File: src/rtl/hovalaag_load_sched_if.sv
// Bundles the host loader, CPU and RAM-port signals of the Hovalaag load scheduler.
// The master side drives host/CPU requests; the slave side is the scheduler.
interface hovalaag_load_sched_if;
    logic        host_prog_set;
    logic        host_in1_set;
    logic        host_in2_set;
    logic [12:0] host_addr;
    logic [31:0] host_prog_data;
    logic [11:0] host_in_data;
    logic        run_req;
    logic        cpu_halt;
    logic [7:0]  cpu_pc;
    logic        cpu_in1_rd;
    logic        cpu_in2_rd;

    logic        prog_we;
    logic [7:0]  prog_addr;
    logic [31:0] prog_wdata;
    logic        in1_we;
    logic        in2_we;
    logic [12:0] in1_addr;
    logic [12:0] in2_addr;
    logic [11:0] in_wdata;
    logic        in1_empty;
    logic        in2_empty;
    logic        cpu_rst;
    logic        cpu_run;
    logic        busy;
    logic        done;

    modport master (
        output host_prog_set, host_in1_set, host_in2_set, host_addr,
               host_prog_data, host_in_data, run_req, cpu_halt, cpu_pc,
               cpu_in1_rd, cpu_in2_rd,
        input  prog_we, prog_addr, prog_wdata, in1_we, in2_we, in1_addr,
               in2_addr, in_wdata, in1_empty, in2_empty, cpu_rst, cpu_run,
               busy, done
    );

    modport slave (
        input  host_prog_set, host_in1_set, host_in2_set, host_addr,
               host_prog_data, host_in_data, run_req, cpu_halt, cpu_pc,
               cpu_in1_rd, cpu_in2_rd,
        output prog_we, prog_addr, prog_wdata, in1_we, in2_we, in1_addr,
               in2_addr, in_wdata, in1_empty, in2_empty, cpu_rst, cpu_run,
               busy, done
    );
endinterface

File: src/rtl/hovalaag_load_sched.sv
// Arbitrates the program/IN1/IN2 RAM ports between the host loader and the Hovalaag CPU,
// tracks input stream lengths and read pointers, and sequences CPU reset/run.
module hovalaag_load_sched #(
    parameter int unsigned SETTLE_CYCLES = 16,
    parameter int unsigned RST_CYCLES    = 4
) (
    input  logic                  clk,
    input  logic                  rst,
    hovalaag_load_sched_if.slave  bus
);

    localparam int unsigned CNT_MAX = (SETTLE_CYCLES > RST_CYCLES) ? SETTLE_CYCLES : RST_CYCLES;
    localparam int unsigned CNT_W   = $clog2(CNT_MAX + 1);

    typedef enum logic [2:0] {
        S_IDLE,
        S_LOAD,
        S_SETTLE,
        S_CPURST,
        S_RUN
    } state_e;

    state_e             state_q, state_d;
    logic [CNT_W-1:0]   cnt_q, cnt_d;
    logic [13:0]        in1_len_q, in1_len_d;
    logic [13:0]        in2_len_q, in2_len_d;
    logic [13:0]        in1_ptr_q, in1_ptr_d;
    logic [13:0]        in2_ptr_q, in2_ptr_d;
    logic               done_q, done_d;

    logic               any_set;
    logic               running;
    logic               host_owns;
    logic               in1_we, in2_we;
    logic               in1_empty, in2_empty;
    logic [13:0]        addr_plus1;

    always_ff @(posedge clk or posedge rst) begin
        if (rst) begin
            state_q   <= S_IDLE;
            cnt_q     <= '0;
            in1_len_q <= '0;
            in2_len_q <= '0;
            in1_ptr_q <= '0;
            in2_ptr_q <= '0;
            done_q    <= 1'b0;
        end else begin
            state_q   <= state_d;
            cnt_q     <= cnt_d;
            in1_len_q <= in1_len_d;
            in2_len_q <= in2_len_d;
            in1_ptr_q <= in1_ptr_d;
            in2_ptr_q <= in2_ptr_d;
            done_q    <= done_d;
        end
    end

    // A host set during RUN aborts the CPU in the same cycle, so the host owns the ports then too.
    always_comb begin
        any_set    = bus.host_prog_set | bus.host_in1_set | bus.host_in2_set;
        running    = (state_q == S_RUN) && !any_set;
        host_owns  = (state_q != S_CPURST);
        in1_we     = host_owns && bus.host_in1_set;
        in2_we     = host_owns && bus.host_in2_set;
        in1_empty  = (in1_ptr_q == in1_len_q);
        in2_empty  = (in2_ptr_q == in2_len_q);
        addr_plus1 = {1'b0, bus.host_addr} + 14'd1;
    end

    always_comb begin
        bus.prog_we    = host_owns && bus.host_prog_set;
        bus.in1_we     = in1_we;
        bus.in2_we     = in2_we;
        bus.prog_addr  = running ? bus.cpu_pc : bus.host_addr[7:0];
        bus.in1_addr   = running ? in1_ptr_q[12:0] : bus.host_addr;
        bus.in2_addr   = running ? in2_ptr_q[12:0] : bus.host_addr;
        bus.prog_wdata = bus.host_prog_data;
        bus.in_wdata   = bus.host_in_data;
        bus.in1_empty  = in1_empty;
        bus.in2_empty  = in2_empty;
        bus.cpu_run    = running;
        bus.cpu_rst    = !running;
        bus.busy       = (state_q != S_IDLE);
        bus.done       = done_q;
    end

    always_comb begin
        state_d   = state_q;
        cnt_d     = cnt_q;
        done_d    = done_q;
        in1_len_d = in1_len_q;
        in2_len_d = in2_len_q;
        in1_ptr_d = in1_ptr_q;
        in2_ptr_d = in2_ptr_q;

        if (in1_we && (addr_plus1 > in1_len_q)) in1_len_d = addr_plus1;
        if (in2_we && (addr_plus1 > in2_len_q)) in2_len_d = addr_plus1;

        // Pointers saturate at the stream length; reads outside an active run are dropped.
        if (running && bus.cpu_in1_rd && !in1_empty) in1_ptr_d = in1_ptr_q + 14'd1;
        if (running && bus.cpu_in2_rd && !in2_empty) in2_ptr_d = in2_ptr_q + 14'd1;

        case (state_q)
            S_IDLE: begin
                if (any_set) begin
                    state_d = S_LOAD;
                end else if (bus.run_req) begin
                    state_d   = S_CPURST;
                    cnt_d     = CNT_W'(RST_CYCLES - 1);
                    in1_ptr_d = '0;
                    in2_ptr_d = '0;
                    done_d    = 1'b0;
                end
            end
            S_LOAD: begin
                if (!any_set) begin
                    state_d = S_SETTLE;
                    cnt_d   = CNT_W'(SETTLE_CYCLES - 1);
                end
            end
            S_SETTLE: begin
                if (any_set) begin
                    state_d = S_LOAD;
                end else if (cnt_q == '0) begin
                    state_d = S_IDLE;
                end else begin
                    cnt_d = cnt_q - 1'b1;
                end
            end
            S_CPURST: begin
                if (cnt_q == '0) state_d = S_RUN;
                else             cnt_d   = cnt_q - 1'b1;
            end
            S_RUN: begin
                if (any_set) begin
                    state_d = S_LOAD;
                end else if (bus.cpu_halt) begin
                    state_d = S_IDLE;
                    done_d  = 1'b1;
                end
            end
            default: state_d = S_IDLE;
        endcase
    end

endmodule
File: src/flat_wrapper.sv
// flat-port wrapper written by rule: the top's interface ports become plain ports
module hovalaag_load_sched_flat 
#(
    parameter int unsigned SETTLE_CYCLES = 16,
    parameter int unsigned RST_CYCLES    = 4
)
  (clk, rst, bus_host_prog_set, bus_host_in1_set, bus_host_in2_set, bus_host_addr, bus_host_prog_data, bus_host_in_data, bus_run_req, bus_cpu_halt, bus_cpu_pc, bus_cpu_in1_rd, bus_cpu_in2_rd, bus_prog_we, bus_prog_addr, bus_prog_wdata, bus_in1_we, bus_in2_we, bus_in1_addr, bus_in2_addr, bus_in_wdata, bus_in1_empty, bus_in2_empty, bus_cpu_rst, bus_cpu_run, bus_busy, bus_done);
  hovalaag_load_sched_if bus_i ();
  input  logic clk;
  input  logic rst;
  input wire logic [$bits(bus_i.host_prog_set)-1:0] bus_host_prog_set;
  input wire logic [$bits(bus_i.host_in1_set)-1:0] bus_host_in1_set;
  input wire logic [$bits(bus_i.host_in2_set)-1:0] bus_host_in2_set;
  input wire logic [$bits(bus_i.host_addr)-1:0] bus_host_addr;
  input wire logic [$bits(bus_i.host_prog_data)-1:0] bus_host_prog_data;
  input wire logic [$bits(bus_i.host_in_data)-1:0] bus_host_in_data;
  input wire logic [$bits(bus_i.run_req)-1:0] bus_run_req;
  input wire logic [$bits(bus_i.cpu_halt)-1:0] bus_cpu_halt;
  input wire logic [$bits(bus_i.cpu_pc)-1:0] bus_cpu_pc;
  input wire logic [$bits(bus_i.cpu_in1_rd)-1:0] bus_cpu_in1_rd;
  input wire logic [$bits(bus_i.cpu_in2_rd)-1:0] bus_cpu_in2_rd;
  output wire logic [$bits(bus_i.prog_we)-1:0] bus_prog_we;
  output wire logic [$bits(bus_i.prog_addr)-1:0] bus_prog_addr;
  output wire logic [$bits(bus_i.prog_wdata)-1:0] bus_prog_wdata;
  output wire logic [$bits(bus_i.in1_we)-1:0] bus_in1_we;
  output wire logic [$bits(bus_i.in2_we)-1:0] bus_in2_we;
  output wire logic [$bits(bus_i.in1_addr)-1:0] bus_in1_addr;
  output wire logic [$bits(bus_i.in2_addr)-1:0] bus_in2_addr;
  output wire logic [$bits(bus_i.in_wdata)-1:0] bus_in_wdata;
  output wire logic [$bits(bus_i.in1_empty)-1:0] bus_in1_empty;
  output wire logic [$bits(bus_i.in2_empty)-1:0] bus_in2_empty;
  output wire logic [$bits(bus_i.cpu_rst)-1:0] bus_cpu_rst;
  output wire logic [$bits(bus_i.cpu_run)-1:0] bus_cpu_run;
  output wire logic [$bits(bus_i.busy)-1:0] bus_busy;
  output wire logic [$bits(bus_i.done)-1:0] bus_done;
  assign bus_i.host_prog_set = bus_host_prog_set;
  assign bus_i.host_in1_set = bus_host_in1_set;
  assign bus_i.host_in2_set = bus_host_in2_set;
  assign bus_i.host_addr = bus_host_addr;
  assign bus_i.host_prog_data = bus_host_prog_data;
  assign bus_i.host_in_data = bus_host_in_data;
  assign bus_i.run_req = bus_run_req;
  assign bus_i.cpu_halt = bus_cpu_halt;
  assign bus_i.cpu_pc = bus_cpu_pc;
  assign bus_i.cpu_in1_rd = bus_cpu_in1_rd;
  assign bus_i.cpu_in2_rd = bus_cpu_in2_rd;
  assign bus_prog_we = bus_i.prog_we;
  assign bus_prog_addr = bus_i.prog_addr;
  assign bus_prog_wdata = bus_i.prog_wdata;
  assign bus_in1_we = bus_i.in1_we;
  assign bus_in2_we = bus_i.in2_we;
  assign bus_in1_addr = bus_i.in1_addr;
  assign bus_in2_addr = bus_i.in2_addr;
  assign bus_in_wdata = bus_i.in_wdata;
  assign bus_in1_empty = bus_i.in1_empty;
  assign bus_in2_empty = bus_i.in2_empty;
  assign bus_cpu_rst = bus_i.cpu_rst;
  assign bus_cpu_run = bus_i.cpu_run;
  assign bus_busy = bus_i.busy;
  assign bus_done = bus_i.done;
  hovalaag_load_sched #(.SETTLE_CYCLES(SETTLE_CYCLES), .RST_CYCLES(RST_CYCLES)) u_core (.clk(clk), .rst(rst), .bus(bus_i));
endmodule
File: config.mk
export PLATFORM = sky130hd
export DESIGN_NAME = hovalaag_load_sched_flat
export DESIGN_NICKNAME = d
export VERILOG_FILES = /design/src/rtl/hovalaag_load_sched_if.sv /design/src/rtl/hovalaag_load_sched.sv /design/src/flat_wrapper.sv
export SDC_FILE = /design/constraint.sdc
export NUM_CORES = 1
export LEC_CHECK = 0
export CORE_ASPECT_RATIO = 1.1
export CORE_MARGIN = 5
export CORE_UTILIZATION = 37
export DETAILED_ROUTE_END_ITERATION = 8
export PLACE_DENSITY_LB_ADDON = 0.3
export RECOVER_POWER = 100
export SLEW_MARGIN = 20
export SYNTH_ARGS = -nofsm -noshare
export SYNTH_HDL_FRONTEND = slang
export SYNTH_SLANG_ARGS = --single-unit
File: constraint.sdc
create_clock -name clk -period 5 [get_ports clk]
set_input_delay 1 -clock clk [delete_from_list [all_inputs] [get_ports clk]]
set_output_delay 1 -clock clk [all_outputs]
set_load 0.02 [all_outputs]
# Word-level counts from Yosys, hierarchy flattened
# Cells that the tools add are included.
[totals] regBits=65 latch_bits=0 mem_bits_rw=0 romBits=0 in_bits=74 output_inout_bits=87 word_cells=85 memories=0
[op_classes] addsub=4 multipliers=0 n_div=0 n_lt_le_gt_ge=2 eq_ne=17 shifts=0 n_mux=31 n_bitwise=2 reduce_logical=22
[op_table] operator="$mux W14" n=8
[op_table] operator="$add A14 B1 Y14 const B" n=2
[op_table] operator="$eq A14 B14 Y1" n=2
[op_table] operator="$gt A14 B14 Y1" n=2
[op_table] operator="$mux W13" n=2
[op_table] operator="$mux W5" n=5
[op_table] operator="$mux W3" n=8
[op_table] operator="$pmux W5 S4" n=1
[op_table] operator="$pmux W3 S5" n=1
[op_table] operator="$reduce_and A5 Y1" n=3
[op_table] operator="$add A13 B1 Y14 const B" n=1
[op_table] operator="$ne A2 B2 Y1 const B" n=6
[op_table] operator="$logic_and A1 B1 Y1" n=10
[op_table] operator="$ne A3 B2 Y1 const B" n=3
[op_table] operator="$mux W8" n=1
[op_table] operator="$eq A3 B2 Y1 const B" n=2
[op_table] operator="$logic_not A5 Y1" n=1
[op_table] operator="$sub A5 B1 Y5 const B" n=1
[op_table] operator="$logic_not A1 Y1" n=4
[op_table] operator="$mux W1" n=4
[op_table] operator="$reduce_bool A4 Y1" n=1
[op_table] operator="$eq A3 B1 Y1 const B" n=1
[op_table] operator="$eq A3 B3 Y1 const B" n=1
[op_table] operator="$logic_not A3 Y1" n=1
[op_table] operator="6 further kinds" n=7

# Depth between registers and ports, before layout
[depth] word_depth=10 mapped_depth=12

# Worst setup path after synthesis
# OpenSTA, ideal clock, no wires.
[synth_timing] path_type="input-to-reg" startpoint="in bus_host_addr[0]" endpoint="reg u_core.in1_len_q[1]" setup_ns=0.125 arrival_time_ns=3.406 slack_ns=1.469 path_stages=12 n_path_buf=1 cell_sequence="ha_1 > nand2_1 > nor2_1 > and4_1 > xor2_1 > ha_1 > nand4_1 > nor2_1 > o31a_1 > o311ai_2 > buf_2 > mux2_2"
[synth_via] elab_chain_cells=3
[synth_lines] item="from (decl)" line="flat_wrapper.sv:14" rtl="input wire logic [$bits(bus_i.host_addr)-1:0] bus_host_addr;"
[synth_lines] item="$add A13 B1 Y14" line="hovalaag_load_sched.sv:67" rtl="addr_plus1 = {1'b0, bus.host_addr} + 14'd1;"
[synth_lines] item="named net u_core.addr_plus1[10]" line="hovalaag_load_sched.sv:36" rtl="logic [13:0] addr_plus1;"
[synth_lines] item="$gt A14 B14 Y1" line="hovalaag_load_sched.sv:96" rtl="if (in1_we && (addr_plus1 > in1_len_q)) in1_len_d = addr_plus1;"
[synth_lines] item="$logic_and A1 B1 Y1" line="hovalaag_load_sched.sv:96"
[synth_lines] item="to (signal assigned)" line="hovalaag_load_sched.sv:50" rtl="in1_len_q <= in1_len_d;"
[synth_lines] item="to (decl)" line="hovalaag_load_sched.sv:25" rtl="logic [13:0] in1_len_q, in1_len_d;"
# The timed path passes the listed nets, and every way through them passes these cells.
# A chain may end at the register's enable or synchronous reset.

# Worst setup path in the final report
[layout_timing] startpoint="in bus_host_in1_set" endpoint="out bus_in2_addr[1]"
[layout_via] elab_chain_cells=5
[layout_lines] item="from (decl)" line="flat_wrapper.sv:12" rtl="input wire logic [$bits(bus_i.host_in1_set)-1:0] bus_host_in1_set;"
[layout_lines] item="$or A1 B1 Y1 (2 in a row)" line="hovalaag_load_sched.sv:60" rtl="any_set = bus.host_prog_set | bus.host_in1_set | bus.host_in2_set;"
[layout_lines] item="$logic_not A1 Y1" line="hovalaag_load_sched.sv:61" rtl="running = (state_q == S_RUN) && !any_set;"
[layout_lines] item="$logic_and A1 B1 Y1" line="hovalaag_load_sched.sv:61"
[layout_lines] item="$mux W13" line="hovalaag_load_sched.sv:76" rtl="bus.in2_addr = running ? in2_ptr_q[12:0] : bus.host_addr;"
[layout_lines] item="to (decl)" line="flat_wrapper.sv:28" rtl="output wire logic [$bits(bus_i.in2_addr)-1:0] bus_in2_addr;"
# No other way between the ends.

==> impl_metrics.csv <==
group,metric,value,unit
outcome,status,"finished with violations",
timing,min_period_over_period,89.4,%
hold_path,holdPathEnd,"u_core.cnt_q[4]",
timing,relSlewSlack,-7.50,%
timing,clock_skew,0.0105,ns
synth,ys_types,49,
global_route,grt_overflow,0,
final_layout,layout-drive-gt1-share,9.76,%
critical_path,cp_num_cells,8,
timing,drv_slew,41,
final_layout,final_util,43.8,%
critical_path,path_buf_inv,4,
die,initial_core_util,37.4,%
synth,ys_seq_area_share,31.6,%
critical_path,r2r_setup_slack,2.27,ns
timing,fmax,224,MHz
critical_path,arrival,3.47,ns
synth,avgSynthCellArea,8.46,sq um
final_layout,final_cell_mix,"nand2_1 (121), dfrtp_1 (65), dlygate4sd3_1 (44), inv_1 (38)",
global_route,grt_pass1_wl,23600,um
detailed_routing,drc,0,
power,p_per_area,382,nW/um^2
critical_path,critical_path_class,"input port to primary output",
clock_tree,cts_sinks,65,
clock_tree,ctsResizeCount,0,
die,die_h,134,um
critical_path,cp_cell_sequence,"dlygate4sd3_1 > nor3_4 > nand3_1 > inv_1 > buf_4 > nand2_1 > nand2_1 > dlygate4sd3_1",
timing,rsz0062_at_grt,"no",
synth,synth_nets,715,
power,irDropWorstVdd,0.191,mV
synth,synth-compound-area-share,9.03,%
synth,synth_top_family_by_area,"simple AND/OR/NAND/NOR gates",
power,p_leak,2.60,nW
final_layout,final_common_cell,"nand2_1",
synth,syn_area,5140,sq um
hold_path,whs_path_depth,2,
critical_path,start_kind,"input port",
critical_path,cp_max_fo,43,
detailed_routing,routed_wl,14700,um
detailed_routing,vias,4427,
die,rows,45,
final_layout,fin_nets,737,
placement,port-buffer-count,72,
clock_tree,cts_root_buf,"clkbuf_16",
outcome,violations,"capacitance limit, slew limit",
hold_path,holdCritPathClass,"register to register",
clock_tree,postCtsSetupRepairBufs,0,
placement,gp_congestion,0.875,
timing,period_needed,4.47,ns
critical_path,worstRegToRegCells,8,
detailed_routing,drt_iter0_markers,272,
clock_tree,insertion_delay,0.34,ns
die,coreArea,13700,sq um
clock_tree,path_clk_slew,0.05,ns
critical_path,cp_slowest_stage_delay,0.68,ns
critical_path,crit_required,4.00,ns
final_layout,area_delta_synth_final,17.2,%
synth,synth-seq-cells,65,
critical_path,r2r_start,"u_core.in2_len_q[3]",
global_route,grt_use_total,18.5,%
synth,synthAdderAreaFrac,8.03,%
critical_path,crit_path_end_kind,"primary output",
critical_path,rr_endpoint,"u_core.in2_len_q[5]",
detailed_routing,viasPerCell,5.38,
flow_run,max_cap_viol_count,1,
timing,setup_viol,0,
synth,yosys.area_share.xor_xnor,6.64,%
clock_tree,cts_buffers,9,
final_layout,num_antenna_cells,0,
synth,synthSimpleGateAreaFrac,25.5,%
critical_path,cp_top_family,"buffers and inverters",
synth,synth_mux_area_share,7.25,%
detailed_routing,ant_nets,0,
global_route,grt_max_degree,44,
detailed_routing,dr.pass1.iters,5,
timing,worst_pin_slew,1.61,ns
global_route,first_global_vias,4428,
detailed_routing,avgRoutedWirePerCell,17.9,um
clock_tree,clockBufferDepth,2,
synth,synth_cells,608,
die,fp.dieW,122,um
timing,setup_tns,0,ns
synth,yosys_warnings,0,
hold_path,hold_start,"u_core.cnt_q[4]",
placement,dp_hpwl,11300,um
clock_tree,postCtsHoldBufs,0,
global_route,antenna_found_initial,0,
clock_tree,cts_tree,"done",
clock_tree,htreeDepth,3,
timing,hold_violations,0,
critical_path,slowest_stage,"dlygate4sd3_1",
die,io_pins,161,
die,die-area,16400,sq um
[power breakdown]
group | internal [mW] | leakage [nW] | switching, mW
clock network | 0.449 | 0.159 | 0.232
logic | 0.409 | 1.61 | 0.413
registers | 0.657 | 0.828 | 0.142
total | 1.52 | 2.60 | 0.787
[worst register-to-register path: stages, from the launching register on]
cell and delay (ns):
dfrtp_1 0.39, inv_1 0.06, ha_1 0.30, and4_1 0.22
o21a_1 0.11, o31a_1 0.24, o311ai_2 0.25, clkbuf_1 0.63
mux2_2 0.41
[metal layers]
metal | GRT usage (%) | part of all wire [%]
met3 | 5.44 | 7.5
met1 | 23.7 | 43
met2 | 29.9 | 48
met5 | 0 | 0
met4 | 5.97 | 2.4
[cells in the mapped netlist, drive strengths merged]
| master | number | area share (%) |
|---|---|---|
| or4b | 2 | 0.39 |
| clkbuf | 12 | 0.90 |
| or4 | 19 | 2.8 |
| dfrtp | 65 | 32 |
| xnor2 | 33 | 5.6 |
| nand3 | 18 | 1.8 |
| o21a | 2 | 0.29 |
| or2 | 3 | 0.37 |
| nor3 | 3 | 0.51 |
| o311ai | 3 | 0.80 |
| mux2i | 8 | 1.6 |
| nor4 | 9 | 1.3 |
| inv | 38 | 2.8 |
| a21boi | 2 | 0.29 |
| nor2b | 3 | 0.37 |
| xor2 | 6 | 1.0 |
| nand4 | 23 | 2.8 |
| nand2b | 4 | 0.49 |
| nand2 | 121 | 8.8 |
| or3 | 13 | 1.6 |
| and2 | 4 | 0.51 |
| nand4b | 2 | 0.34 |
| a31oi | 3 | 0.37 |
| ha | 33 | 8.0 |
| a21oi | 28 | 2.7 |
| o31a | 2 | 0.34 |
| o31ai | 6 | 0.88 |
| o21ai | 10 | 0.97 |
| and3 | 3 | 0.37 |
| buf | 60 | 8.2 |
| and4 | 8 | 1.4 |
| o22a | 2 | 0.34 |
| o22ai | 1 | 0.12 |
| o211ai | 11 | 1.6 |
| nor2 | 19 | 1.4 |
| a21o | 2 | 0.29 |
| mux2 | 26 | 5.7 |
| or3b | 1 | 0.17 |
[through the flow]
step	cells	cell area (sq um)	worst slack [ns]	hold WS, ns	power, mW
2_1_floorplan	608	5140	1.47	0.490	1.44
3_3_place_gp	807	5730	0.688	0.521	1.61
3_5_place_dp	807	5730	0.651	0.527	1.65
4_1_cts	823	6060	0.706	0.543	2.35
5_1_grt	823	6020	0.301	0.578	2.46
6_report	823	6020	0.528	0.540	2.30
[layout make-up]
cell class	count	area (sq um)
clock buffers	11	243
clock inverters	5	78.8
fillers	1400	7710
inverters	38	143
multi-input cells	433	2920
flip-flops and latches	65	1630
well taps	188	235
repair buffers	83	781
[kinds of logic after synthesis]
logic type / Yosys count
AOI/OAI and AO/OA: 72
and+or+nand+nor: 255
muxes: 34
DFF: 65
buffers and inverters: 110
xor gates and xnor gates: 39
adders and majority gates: 33
[flip-flops by register name, indices dropped and copies added, names as in the netlist]
signal / count
u_core.in1_ptr_q: 14
u_core.bus.done: 1
u_core.state_q: 3
u_core.in2_ptr_q: 14
u_core.in2_len_q: 14
u_core.cnt_q: 5
u_core.in1_len_q: 14
[worst max-delay path by stage]
stage	start	endpoint	slack, ns
after detailed placement	bus_host_addr[0]	u_core.in1_len_q[8]	0.65
after floorplan	bus_host_addr[0]	u_core.in1_len_q[1]	1.47
after global routing	bus_host_addr[0]	u_core.in1_len_q[13]	0.30
final	bus_host_in1_set	bus_in2_addr[1]	0.53
after global placement	bus_host_addr[0]	u_core.in1_len_q[8]	0.69
after CTS	bus_host_in1_set	bus_in2_addr[1]	0.71
No activity file was read; power rests on OpenSTA's default activity.
